<file path="src/rtl/mdu_pkg.sv">
// Shared types and helpers for the multicycle multiply/divide unit.
package mdu_pkg;

    typedef enum logic [1:0] {
        MDU_MULT  = 2'd0,
        MDU_MULTU = 2'd1,
        MDU_DIV   = 2'd2,
        MDU_DIVU  = 2'd3
    } mdu_op_t;

    typedef enum logic [1:0] {
        IDLE = 2'd0,
        MUL  = 2'd1,
        DIV  = 2'd2,
        FIX  = 2'd3
    } mdu_state_t;

    // Widest operand the abs_w helper can handle.
    localparam int unsigned MDU_MAX_W = 64;

    // Magnitude of a w-bit two's-complement value held in the low bits of v.
    // The result is zero above bit w-1; for the most negative value the
    // magnitude 2^(w-1) is returned, which still fits in w unsigned bits.
    function automatic logic [MDU_MAX_W-1:0] abs_w(input logic [MDU_MAX_W-1:0] v,
                                                   input int unsigned          w);
        logic [MDU_MAX_W-1:0] mask;
        logic [MDU_MAX_W-1:0] mag;
        logic [MDU_MAX_W-1:0] sign_bit;
        mask     = (w >= MDU_MAX_W) ? '1 : ((MDU_MAX_W'(1) << w) - MDU_MAX_W'(1));
        sign_bit = MDU_MAX_W'(1) << (w - 1);
        mag      = v & mask;
        if ((mag & sign_bit) != '0) begin
            mag = (~mag + MDU_MAX_W'(1)) & mask;
        end
        return mag;
    endfunction

endpackage

</file>
<file path="src/rtl/mult_div_unit.sv">
// Multicycle multiply/divide unit with HI/LO result registers.
// Shift-add multiply and restoring divide share one 2*WIDTH-bit accumulator
// and one iteration counter; a final FIX cycle applies signs and writes hi/lo.
module mult_div_unit
    import mdu_pkg::*;
#(
    parameter int unsigned WIDTH = 32
) (
    input  logic             Clk,
    input  logic             reset,
    input  logic             start,
    input  logic [1:0]       op,
    input  logic [WIDTH-1:0] a,
    input  logic [WIDTH-1:0] b,
    output logic             busy,
    output logic             done,
    output logic [WIDTH-1:0] hi,
    output logic [WIDTH-1:0] lo,
    output logic             div_by_zero
);

    localparam int unsigned CW = $clog2(WIDTH + 1);

    mdu_state_t           state;
    mdu_op_t              op_q;
    logic                 neg_res;
    logic                 neg_dvd;
    logic                 dz_pend;
    logic [2*WIDTH-1:0]   acc;
    logic [WIDTH-1:0]     operand;
    logic [CW-1:0]        cnt;

    mdu_op_t              op_in;
    logic                 is_signed;
    logic                 is_div;
    logic                 a_neg;
    logic                 b_neg;
    logic [WIDTH-1:0]     a_mag;
    logic [WIDTH-1:0]     b_mag;

    logic [WIDTH:0]       mul_sum;
    logic [2*WIDTH-1:0]   mul_next;
    logic [WIDTH:0]       rem_ext;
    logic                 rem_ge;
    logic [WIDTH-1:0]     rem_diff;
    logic [2*WIDTH-1:0]   div_next;

    logic [2*WIDTH-1:0]   prod_fix;
    logic [WIDTH-1:0]     quo_fix;
    logic [WIDTH-1:0]     rem_fix;

    // Operand decode and magnitude extraction for an incoming request.
    always_comb begin
        op_in     = mdu_op_t'(op);
        is_signed = (op_in == MDU_MULT) || (op_in == MDU_DIV);
        is_div    = (op_in == MDU_DIV) || (op_in == MDU_DIVU);
        a_neg     = is_signed & a[WIDTH-1];
        b_neg     = is_signed & b[WIDTH-1];
        a_mag     = is_signed ? WIDTH'(abs_w(MDU_MAX_W'(a), WIDTH)) : a;
        b_mag     = is_signed ? WIDTH'(abs_w(MDU_MAX_W'(b), WIDTH)) : b;
    end

    // One shift-add step and one restoring-division step on the accumulator.
    // Multiply: acc = {partial product, remaining multiplier bits}.
    // Divide:   acc = {partial remainder, remaining dividend / quotient bits}.
    always_comb begin
        mul_sum  = {1'b0, acc[2*WIDTH-1:WIDTH]} + {1'b0, operand};
        mul_next = acc[0] ? {mul_sum, acc[WIDTH-1:1]} : {1'b0, acc[2*WIDTH-1:1]};

        rem_ext  = acc[2*WIDTH-1:WIDTH-1];
        rem_ge   = rem_ext >= {1'b0, operand};
        rem_diff = rem_ext[WIDTH-1:0] - operand;
        div_next = rem_ge ? {rem_diff, acc[WIDTH-2:0], 1'b1}
                          : {rem_ext[WIDTH-1:0], acc[WIDTH-2:0], 1'b0};
    end

    // Sign correction applied in the FIX cycle.
    always_comb begin
        prod_fix = neg_res ? (~acc + (2*WIDTH)'(1)) : acc;
        quo_fix  = neg_res ? (~acc[WIDTH-1:0] + WIDTH'(1)) : acc[WIDTH-1:0];
        rem_fix  = neg_dvd ? (~acc[2*WIDTH-1:WIDTH] + WIDTH'(1)) : acc[2*WIDTH-1:WIDTH];
    end

    // Control FSM, datapath registers and result write-back.
    always_ff @(posedge Clk) begin
        if (reset) begin
            state       <= IDLE;
            op_q        <= MDU_MULT;
            neg_res     <= 1'b0;
            neg_dvd     <= 1'b0;
            dz_pend     <= 1'b0;
            acc         <= '0;
            operand     <= '0;
            cnt         <= '0;
            hi          <= '0;
            lo          <= '0;
            done        <= 1'b0;
            div_by_zero <= 1'b0;
        end else begin
            done <= 1'b0;
            case (state)
                IDLE: begin
                    if (start) begin
                        op_q        <= op_in;
                        neg_res     <= a_neg ^ b_neg;
                        neg_dvd     <= a_neg;
                        cnt         <= CW'(WIDTH);
                        div_by_zero <= 1'b0;
                        if (is_div && (b == '0)) begin
                            // Keep the raw dividend so FIX can return it untouched.
                            dz_pend <= 1'b1;
                            acc     <= {{WIDTH{1'b0}}, a};
                            operand <= '0;
                            state   <= FIX;
                        end else if (is_div) begin
                            dz_pend <= 1'b0;
                            acc     <= {{WIDTH{1'b0}}, a_mag};
                            operand <= b_mag;
                            state   <= DIV;
                        end else begin
                            dz_pend <= 1'b0;
                            acc     <= {{WIDTH{1'b0}}, b_mag};
                            operand <= a_mag;
                            state   <= MUL;
                        end
                    end
                end
                MUL: begin
                    acc <= mul_next;
                    cnt <= cnt - CW'(1);
                    if (cnt == CW'(1)) begin
                        state <= FIX;
                    end
                end
                DIV: begin
                    acc <= div_next;
                    cnt <= cnt - CW'(1);
                    if (cnt == CW'(1)) begin
                        state <= FIX;
                    end
                end
                FIX: begin
                    state <= IDLE;
                    done  <= 1'b1;
                    if (dz_pend) begin
                        hi          <= acc[WIDTH-1:0];
                        lo          <= '1;
                        div_by_zero <= 1'b1;
                    end else if ((op_q == MDU_DIV) || (op_q == MDU_DIVU)) begin
                        hi <= rem_fix;
                        lo <= quo_fix;
                    end else begin
                        hi <= prod_fix[2*WIDTH-1:WIDTH];
                        lo <= prod_fix[WIDTH-1:0];
                    end
                end
                default: state <= IDLE;
            endcase
        end
    end

    // Busy covers every non-idle cycle, including FIX.
    always_comb begin
        busy = (state != IDLE);
    end

endmodule

</file>
<file path="config.mk">
export PLATFORM = sky130hd
export DESIGN_NAME = mult_div_unit
export DESIGN_NICKNAME = d
export VERILOG_FILES = /design/src/rtl/mdu_pkg.sv /design/src/rtl/mult_div_unit.sv
export SDC_FILE = /design/constraint.sdc
export NUM_CORES = 1
export LEC_CHECK = 0
export CORE_ASPECT_RATIO = 1.25
export CORE_MARGIN = 1.5
export CORE_UTILIZATION = 55
export CTS_BUF_LIST = sky130_fd_sc_hd__clkbuf_2
export DETAILED_ROUTE_END_ITERATION = 8
export PLACE_DENSITY = 0.82
export SLEW_MARGIN = 30
export SYNTH_ARGS = -nofsm -noshare
export SYNTH_HDL_FRONTEND = slang
export SYNTH_SLANG_ARGS = --single-unit
</file>
<file path="constraint.sdc">
create_clock -name Clk -period 3.2 [get_ports Clk]
set_input_delay 0.48 -clock Clk [delete_from_list [all_inputs] [get_ports Clk]]
set_output_delay 0.48 -clock Clk [all_outputs]
set_load 0.005 [all_outputs]
</file>
# Yosys cells after proc, flatten, opt, wreduce, memory -nomap -nowiden

Cells that the tools add are included.

$add $sub $neg: 8
Magnitude comparators: 1
Eq/ne operators: 11
Muxes and demuxes: 31
Bitwise gates (word level): 8
Reduce and logical (&&, ||, !) cells: 17

Operators by type and width:

| cell                                                                | number |
|---|---|
| 32-bit two-way mux                                                  | 14 |
| 64-bit two-way mux                                                  | 4 |
| 64-bit case mux with 3 select lines                                 | 1 |
| 32-bit by 1-bit adder with 32-bit output (second input constant)    | 4 |
| 32-bit NOT                                                          | 4 |
| 64-bit by 1-bit adder with 64-bit output (second input constant)    | 1 |
| 64-bit NOT                                                          | 1 |
| 32-bit by 32-bit adder with 33-bit output                           | 1 |
| 33-bit by 32-bit >= comparator with 1-bit output                    | 1 |
| 32-bit zero test                                                    | 1 |
| 32-bit subtractor                                                   | 1 |
| 2-bit == test (second input constant)                               | 6 |
| 6-bit case mux with 2 select lines                                  | 1 |
| 2-bit two-way mux                                                   | 4 |
| 2-bit AND reduction                                                 | 4 |
| 6-bit by 1-bit == test with 1-bit output (second input constant)    | 1 |
| 6-bit two-way mux                                                   | 1 |
| 2-bit case mux with 3 select lines                                  | 1 |
| 2-bit nonzero test                                                  | 3 |
| 6-bit by 1-bit subtractor with 6-bit output (second input constant) | 1 |
| 2-bit zero test                                                     | 2 |
| 1-bit two-way mux                                                   | 4 |
| 2-bit inequality test (second input constant)                       | 2 |
| 1-bit logical OR                                                    | 3 |
| other kinds (9)                                                     | 10 |

Bits in registers: 175
Bits of input ports: 69
Output and inout port bits: 67
Logic and storage cells: 88

# Longest topological paths before layout

Depth in word-level cells: 8
Depth in mapped cells: 14

# Worst setup path before layout

No wires, ideal clock.

Path kind: register to register
Start: reg acc[31]
End: reg acc[60]
Setup time: 0.122 ns
Arrival time: 2.897 ns
Required time: 3.078 ns
Path slack: 0.181 ns
Stages on the path, launching flop included: 13
Buffers on the path: 0
Cells stage by stage: dfxtp_1 inv_1 ha_1 inv_1 fa_1 a21o_1 a221oi_1 o21a_1 a21oi_1 nor4b_1 o31ai_1 o221a_2 a221o_1

Cells in the longest elaborated chain, start to end: 3
Elaborated cells between the ends (all ways): 4

Ends and longest elaborated chain:

| item                                                                                  | line                                     | RTL |
|---|---|---|
| start, declared                                                                       | mult_div_unit.sv:29                      | `logic [2*WIDTH-1:0] acc;` |
| start signal, assigned                                                                | mult_div_unit.sv:112                     | `acc <= {{WIDTH{1'b0}}, a};` |
| start signal, assigned                                                                | mult_div_unit.sv:117                     | `acc <= {{WIDTH{1'b0}}, a_mag};` |
| start signal, assigned                                                                | mult_div_unit.sv:122                     | `acc <= {{WIDTH{1'b0}}, b_mag};` |
| 32-bit subtractor or 33-bit by 32-bit >= comparator with 1-bit output (tied branches) | mult_div_unit.sv:72, mult_div_unit.sv:71 |  |
| 64-bit two-way mux *                                                                  | mult_div_unit.sv:73                      | `div_next = rem_ge ? {rem_diff, acc[WIDTH-2:0], 1'b1}` |
| 64-bit case mux with 3 select lines *                                                 | mult_div_unit.sv:101                     | `case (state)` |

Every way passes the cells marked *; elsewhere a longest branch is shown, timed or not.
A chain may end at the register's enable or synchronous reset.

# Final worst setup path

Start: reg operand[22]
End: reg acc[49]

Cells in the longest elaborated chain, start to end: 3

Ends and longest elaborated chain:

| item                                             | line                 | RTL |
|---|---|---|
| start, declared                                  | mult_div_unit.sv:30  | `logic [WIDTH-1:0] operand;` |
| start signal, assigned                           | mult_div_unit.sv:118 | `operand <= b_mag;` |
| start signal, assigned                           | mult_div_unit.sv:123 | `operand <= a_mag;` |
| 33-bit by 32-bit >= comparator with 1-bit output | mult_div_unit.sv:71  | `rem_ge = rem_ext >= {1'b0, operand};` |
| 64-bit two-way mux                               | mult_div_unit.sv:73  |  |
| 64-bit case mux with 3 select lines              | mult_div_unit.sv:101 |  |

Every way passes these cells.

==> implementation parameters <==
Parameter                              Value

Status
  Run status ... finished clean

Synth
  Count of flip-flops with a built-in enable after synthesis ... 0
  Area fraction in and, or, nand and nor cells after synthesis ... 0.205
  Area share of xor/xnor cells in the synthesized design ... 0.116
  Total of warnings raised by yosys ... 0
  Number of cells produced by synthesis ... about 2000
  Top FF cell, synth ... sky130_fd_sc_hd__dfxtp_1
  Portion of netlist area occupied by mux cells ... 0.0408
  Unique masters post-synth ... 78
  Sequential element share of the synthesized area ... 0.231
  Area fraction in compound gates after synthesis ... 0.284
  Syn Nets ... 2176
  Synthesized-area fraction occupied by adder cells ... 0.0648
  Post-synthesis average cell area ... 7.44 um2
  Main combinational cell family by area after synthesis ... compound AO/OA/AOI/OAI gates
  Fraction of registers with async set or reset after synthesis ... 0
  Summed instance area of the synthesized netlist ... 0.0151 mm2
  Number of synthesized register bits ... 174

STA
  Final clock skew ... ~0.06 ns
  Slew margin rel. ... 0.428
  Total negative slack ... 0 ns
  Final Hold Viols ... 0
  Count of endpoints failing setup in the final report ... 0
  Max-slew violation total from the final report ... 0
  Share of the clock period used by the worst path ... 0.970
  Least-Margin Pin Slew ... approximately 0.86 ns
  Achievable Freq ... 0.322 GHz
  RSZ-0062 raised after global routing ... true
  Time the final worst path needs with I/O delays and setup ... 3.10 ns
  Worst setup margin ... around 0.095 ns

Final layout
  Area growth, synth to finish ... 23.9%
  Number of standard cells in the layout, taps in and fillers out ... 2640
  Final Core Density ... 0.695
  Net count, final ... ~2400
  Fraction of layout cells with a size suffix above 1 ... 0.164
  Design Area, Final ... 0.0187 mm2

Pwr
  Switching part of the total power ... 0.507
  Internal cell power ... 5350 uW
  Switching power ... around 5500 uW
  Power share of the combinational group ... 0.609
  Pwr Density ... 580 mW/mm2
  Lkg Pwr ... 0.00758 uW
  Worst vdd rail ir drop ... between 0.0004 and 0.0005 V
  Flop pwr share ... 0.278
  Share of total power in the clock network ... 0.113

Placement
  Count of placed standard cells including taps ... 2601
  Half-perimeter wire length of the detailed placement result ... 47300 um
  Routability cong. ... 1.08
  PortBufs ... 135
  Placed Instance Area ... ~0.018 mm2
  Worst-case setup slack after placement ... -0.156 ns

Drt
  Wire length per cell after detailed routing ... between 20 and 25 um
  Remaining routing DRC violations ... 0
  Routed vias ... 17100
  Vias per Instance ... 6.49
  Violation count after the first detailed-route iteration ... roughly 2100
  Final wirelength ... 61100 um
  Drt first pass iters ... 7
  Number of nets with antenna violations after routing ... 0

GRT
  Global-route wire length before repair ... just over 90000 um
  Total routing usage reported by global routing ... 0.421
  Via count of the first global-routing pass ... about 16000
  Total congestion overflow ... 0
  Antenna violations before repair ... 3
  Pin count of the biggest net entering global routing ... 93

Floorplan
  Area enclosed by the die boundary ... roughly 0.028 mm2
  Area of the core ... roughly 0.027 mm2
  IO Count ... 136
  Die boundary height ... 188 um
  Placement row count ... 67
  Starting density of the core ... 0.561
  Die boundary width ... between 150 and 200 um

Worst setup path
  Worst EP arrival ... 3.82 ns
  Dominant delay contributor by cell family on the critical path ... simple AND/OR/NAND/NOR gates
  Cells along the critical path ... inv_1 > ha_1 > nand4_1 > nor3_2 > nand4_1 > o21a_1 > and2_1 > nand2_2 > buf_12 > mux2_2 > a222oi_1 > a21oi_1
  Reg-to-reg critical path endpoint ... acc[49]
  R2r startpoint ... operand[22]
  Setup Crit Path Kind ... flop to flop
  Number of buffers and inverters on the critical path ... 2
  CP Data Required Time ... 3.91 ns
  Number of cells on the worst reg-to-reg path ... 12
  Sort of element at the end of the critical path ... flop
  Max incr delay on CP ... 0.46 ns
  Startpoint types ... flop
  Worst path most repeated cell ... sky130_fd_sc_hd__nand4_1
  Maximum fanout encountered on the critical timing path ... 9
  Register-to-register path setup slack ... 0.1 ns
  Slowest CP cell ... sky130_fd_sc_hd__dfxtp_2

Clock network
  Number of hold buffers added after cts ... 0
  Clock-pin slew on the worst setup and hold paths ... 0.32 ns
  CTS Buffer Depth ... 2
  Number of levels the H-tree was split into ... 4
  Clock Root Buffer ... sky130_fd_sc_hd__clkbuf_2
  Num CTS Buffers ... 17
  TritonCTS clock tree ... yes
  Number of clock sinks ... ~170
  Clock insertion delay at the later pin of the skew report ... roughly 0.85 ns

Worst hold path
  Source of the worst hold timing path ... reset
  Type of the most critical hold path ... input port to flop
  Hold Path Depth ... 2
  Endpoint, Worst Hold ... cnt[0]

Job
  # Max-Cap Violations ... 0
[repair_timing]
item,in CTS,in global routing
pin swaps,2,14
cloned,0,0
gates resized for setup,9,59
setup buffers,0,5
setup endpoints to repair,12,30
[cell families (layout without fill, tap and decap cells)]
group           Yosys count  in the layout
mux                      60             60
buf+inv                 222            485
other cells               0              2
simple gates            655            655
flops                   174            174
fa+ha+maj                77             77
xor+xnor                200            200
compound gates          642            642
[synth_stat cells (14+ instances only)]
library cell	count	area [um2]
sky130_fd_sc_hd__nor4_1	14	87.6
sky130_fd_sc_hd__o221ai_1	31	272
sky130_fd_sc_hd__mux2i_1	48	480
sky130_fd_sc_hd__or3_1	15	93.8
sky130_fd_sc_hd__a21oi_1	156	781
sky130_fd_sc_hd__nand4_1	16	100
sky130_fd_sc_hd__o21ai_0	123	616
sky130_fd_sc_hd__o211ai_1	21	158
sky130_fd_sc_hd__a22oi_1	37	278
sky130_fd_sc_hd__a21o_1	37	278
sky130_fd_sc_hd__a221oi_1	22	193
sky130_fd_sc_hd__ha_1	75	938
sky130_fd_sc_hd__xnor2_1	100	876
sky130_fd_sc_hd__nor3_1	49	245
sky130_fd_sc_hd__nand3_1	39	195
sky130_fd_sc_hd__dfxtp_1	174	3480
sky130_fd_sc_hd__nand2_1	197	739
sky130_fd_sc_hd__nor2b_1	16	100
sky130_fd_sc_hd__o21a_1	14	105
sky130_fd_sc_hd__a211oi_1	69	518
sky130_fd_sc_hd__and3_1	14	87.6
sky130_fd_sc_hd__buf_1	14	52.6
sky130_fd_sc_hd__o31ai_1	29	218
sky130_fd_sc_hd__nor2_1	204	766
sky130_fd_sc_hd__o22ai_1	15	93.8
sky130_fd_sc_hd__xor2_1	100	876
sky130_fd_sc_hd__inv_1	70	263
sky130_fd_sc_hd__nand2b_1	32	200
sky130_fd_sc_hd__clkbuf_1	121	454
sky130_fd_sc_hd__a31oi_1	15	93.8
[through the flow]
| stage | hold WS [ns] | power [uW] |
|---|---|---|
| 2_1_floorplan | 0.449 | 6620 |
| 3_3_place_gp | 0.459 | 9120 |
| 3_5_place_dp | 0.464 | 9220 |
| 4_1_cts | 0.0308 | 10400 |
| 5_1_grt | 0.0258 | 11300 |
| 6_report | 0.0456 | 10800 |
[per-layer routing]
metal	GRT usage	routed length (um)	up-vias
met2	0.646	27200	1007
met5	0	0	-
met1	0.516	23200	7993
met4	0.285	4510	0
met3	0.100	6160	240
li1	-	-	7888
[final cells by class]
| class | count | area, um2 |
|---|---|---|
| multi-input combinational | 1634 | 11000 |
| clock inverter | 14 | 151 |
| clock buffer | 18 | 90.1 |
| antenna | 2 | 5.00 |
| inverter | 70 | 265 |
| tap | 345 | 432 |
| sequential | 174 | 3510 |
| fill | 2310 | 8210 |
| timing repair buffer | 383 | 3280 |
[power by group through the flow]
| stage | combinational (uW) | clock [uW] | sequential, uW |
|---|---|---|---|
| 4_1_cts | 6240 | 1210 | 2980 |
| 3_5_place_dp | 6200 | 0 | 3020 |
| 5_1_grt | 6980 | 1290 | 3040 |
| 3_3_place_gp | 6120 | 0 | 3000 |
| 2_1_floorplan | 3770 | 0 | 2860 |
| 6_report | 6600 | 1220 | 3020 |
[sequential cells by signal (all words and copies together) (netlist names)]
signal / flops
lo: 32
cnt: 6
neg_dvd: 1
div_by_zero: 1
state: 2
acc: 64
hi: 32
neg_res: 1
operand: 32
dz_pend: 1
op_q: 1
done: 1
[cells in the final DEF, fill, tap and decap left out, types with 13 or more instances in the layout]
| cell | instances |
|---|---|
| sky130_fd_sc_hd__a211oi_1 | 66 |
| sky130_fd_sc_hd__nand3_1 | 39 |
| sky130_fd_sc_hd__a21oi_1 | 146 |
| sky130_fd_sc_hd__nor2b_1 | 14 |
| sky130_fd_sc_hd__o22ai_1 | 15 |
| sky130_fd_sc_hd__nand4_1 | 16 |
| sky130_fd_sc_hd__nor3_1 | 47 |
| sky130_fd_sc_hd__dfxtp_1 | 156 |
| sky130_fd_sc_hd__a31oi_1 | 15 |
| sky130_fd_sc_hd__o21a_1 | 13 |
| sky130_fd_sc_hd__dfxtp_2 | 15 |
| sky130_fd_sc_hd__o211ai_1 | 21 |
| sky130_fd_sc_hd__o21ai_0 | 122 |
| sky130_fd_sc_hd__xnor2_1 | 100 |
| sky130_fd_sc_hd__nand2b_1 | 32 |
| sky130_fd_sc_hd__clkdlybuf4s50_1 | 133 |
| sky130_fd_sc_hd__mux2i_1 | 48 |
| sky130_fd_sc_hd__a22oi_1 | 37 |
| sky130_fd_sc_hd__ha_1 | 69 |
| sky130_fd_sc_hd__xor2_1 | 100 |
| sky130_fd_sc_hd__a221oi_1 | 19 |
| sky130_fd_sc_hd__clkbuf_2 | 18 |
| sky130_fd_sc_hd__a21o_1 | 37 |
| sky130_fd_sc_hd__buf_4 | 243 |
| sky130_fd_sc_hd__and3_1 | 14 |
| sky130_fd_sc_hd__nand2_1 | 197 |
| sky130_fd_sc_hd__inv_1 | 68 |
| sky130_fd_sc_hd__o31ai_1 | 26 |
| sky130_fd_sc_hd__nor2_1 | 201 |
| sky130_fd_sc_hd__o221ai_1 | 30 |
| sky130_fd_sc_hd__or3_1 | 15 |
[worst max-delay path by stage]
| stage | startpoint | cells after the start | to | slack (ns) |
|---|---|---|---|---|
| 2_1_floorplan | acc[31] | 12 | acc[60] | 0.18 |
| 3_3_place_gp | acc[31] | 14 | acc[60] | -0.11 |
| 3_5_place_dp | acc[31] | 14 | acc[60] | -0.16 |
| 4_1_cts | operand[20] | 12 | acc[47] | 0.007 |
| 5_1_grt | operand[20] | 12 | acc[49] | -0.05 |
| 6_report | operand[22] | 12 | acc[49] | 0.1 |
(Power assumes the default switching activity.)
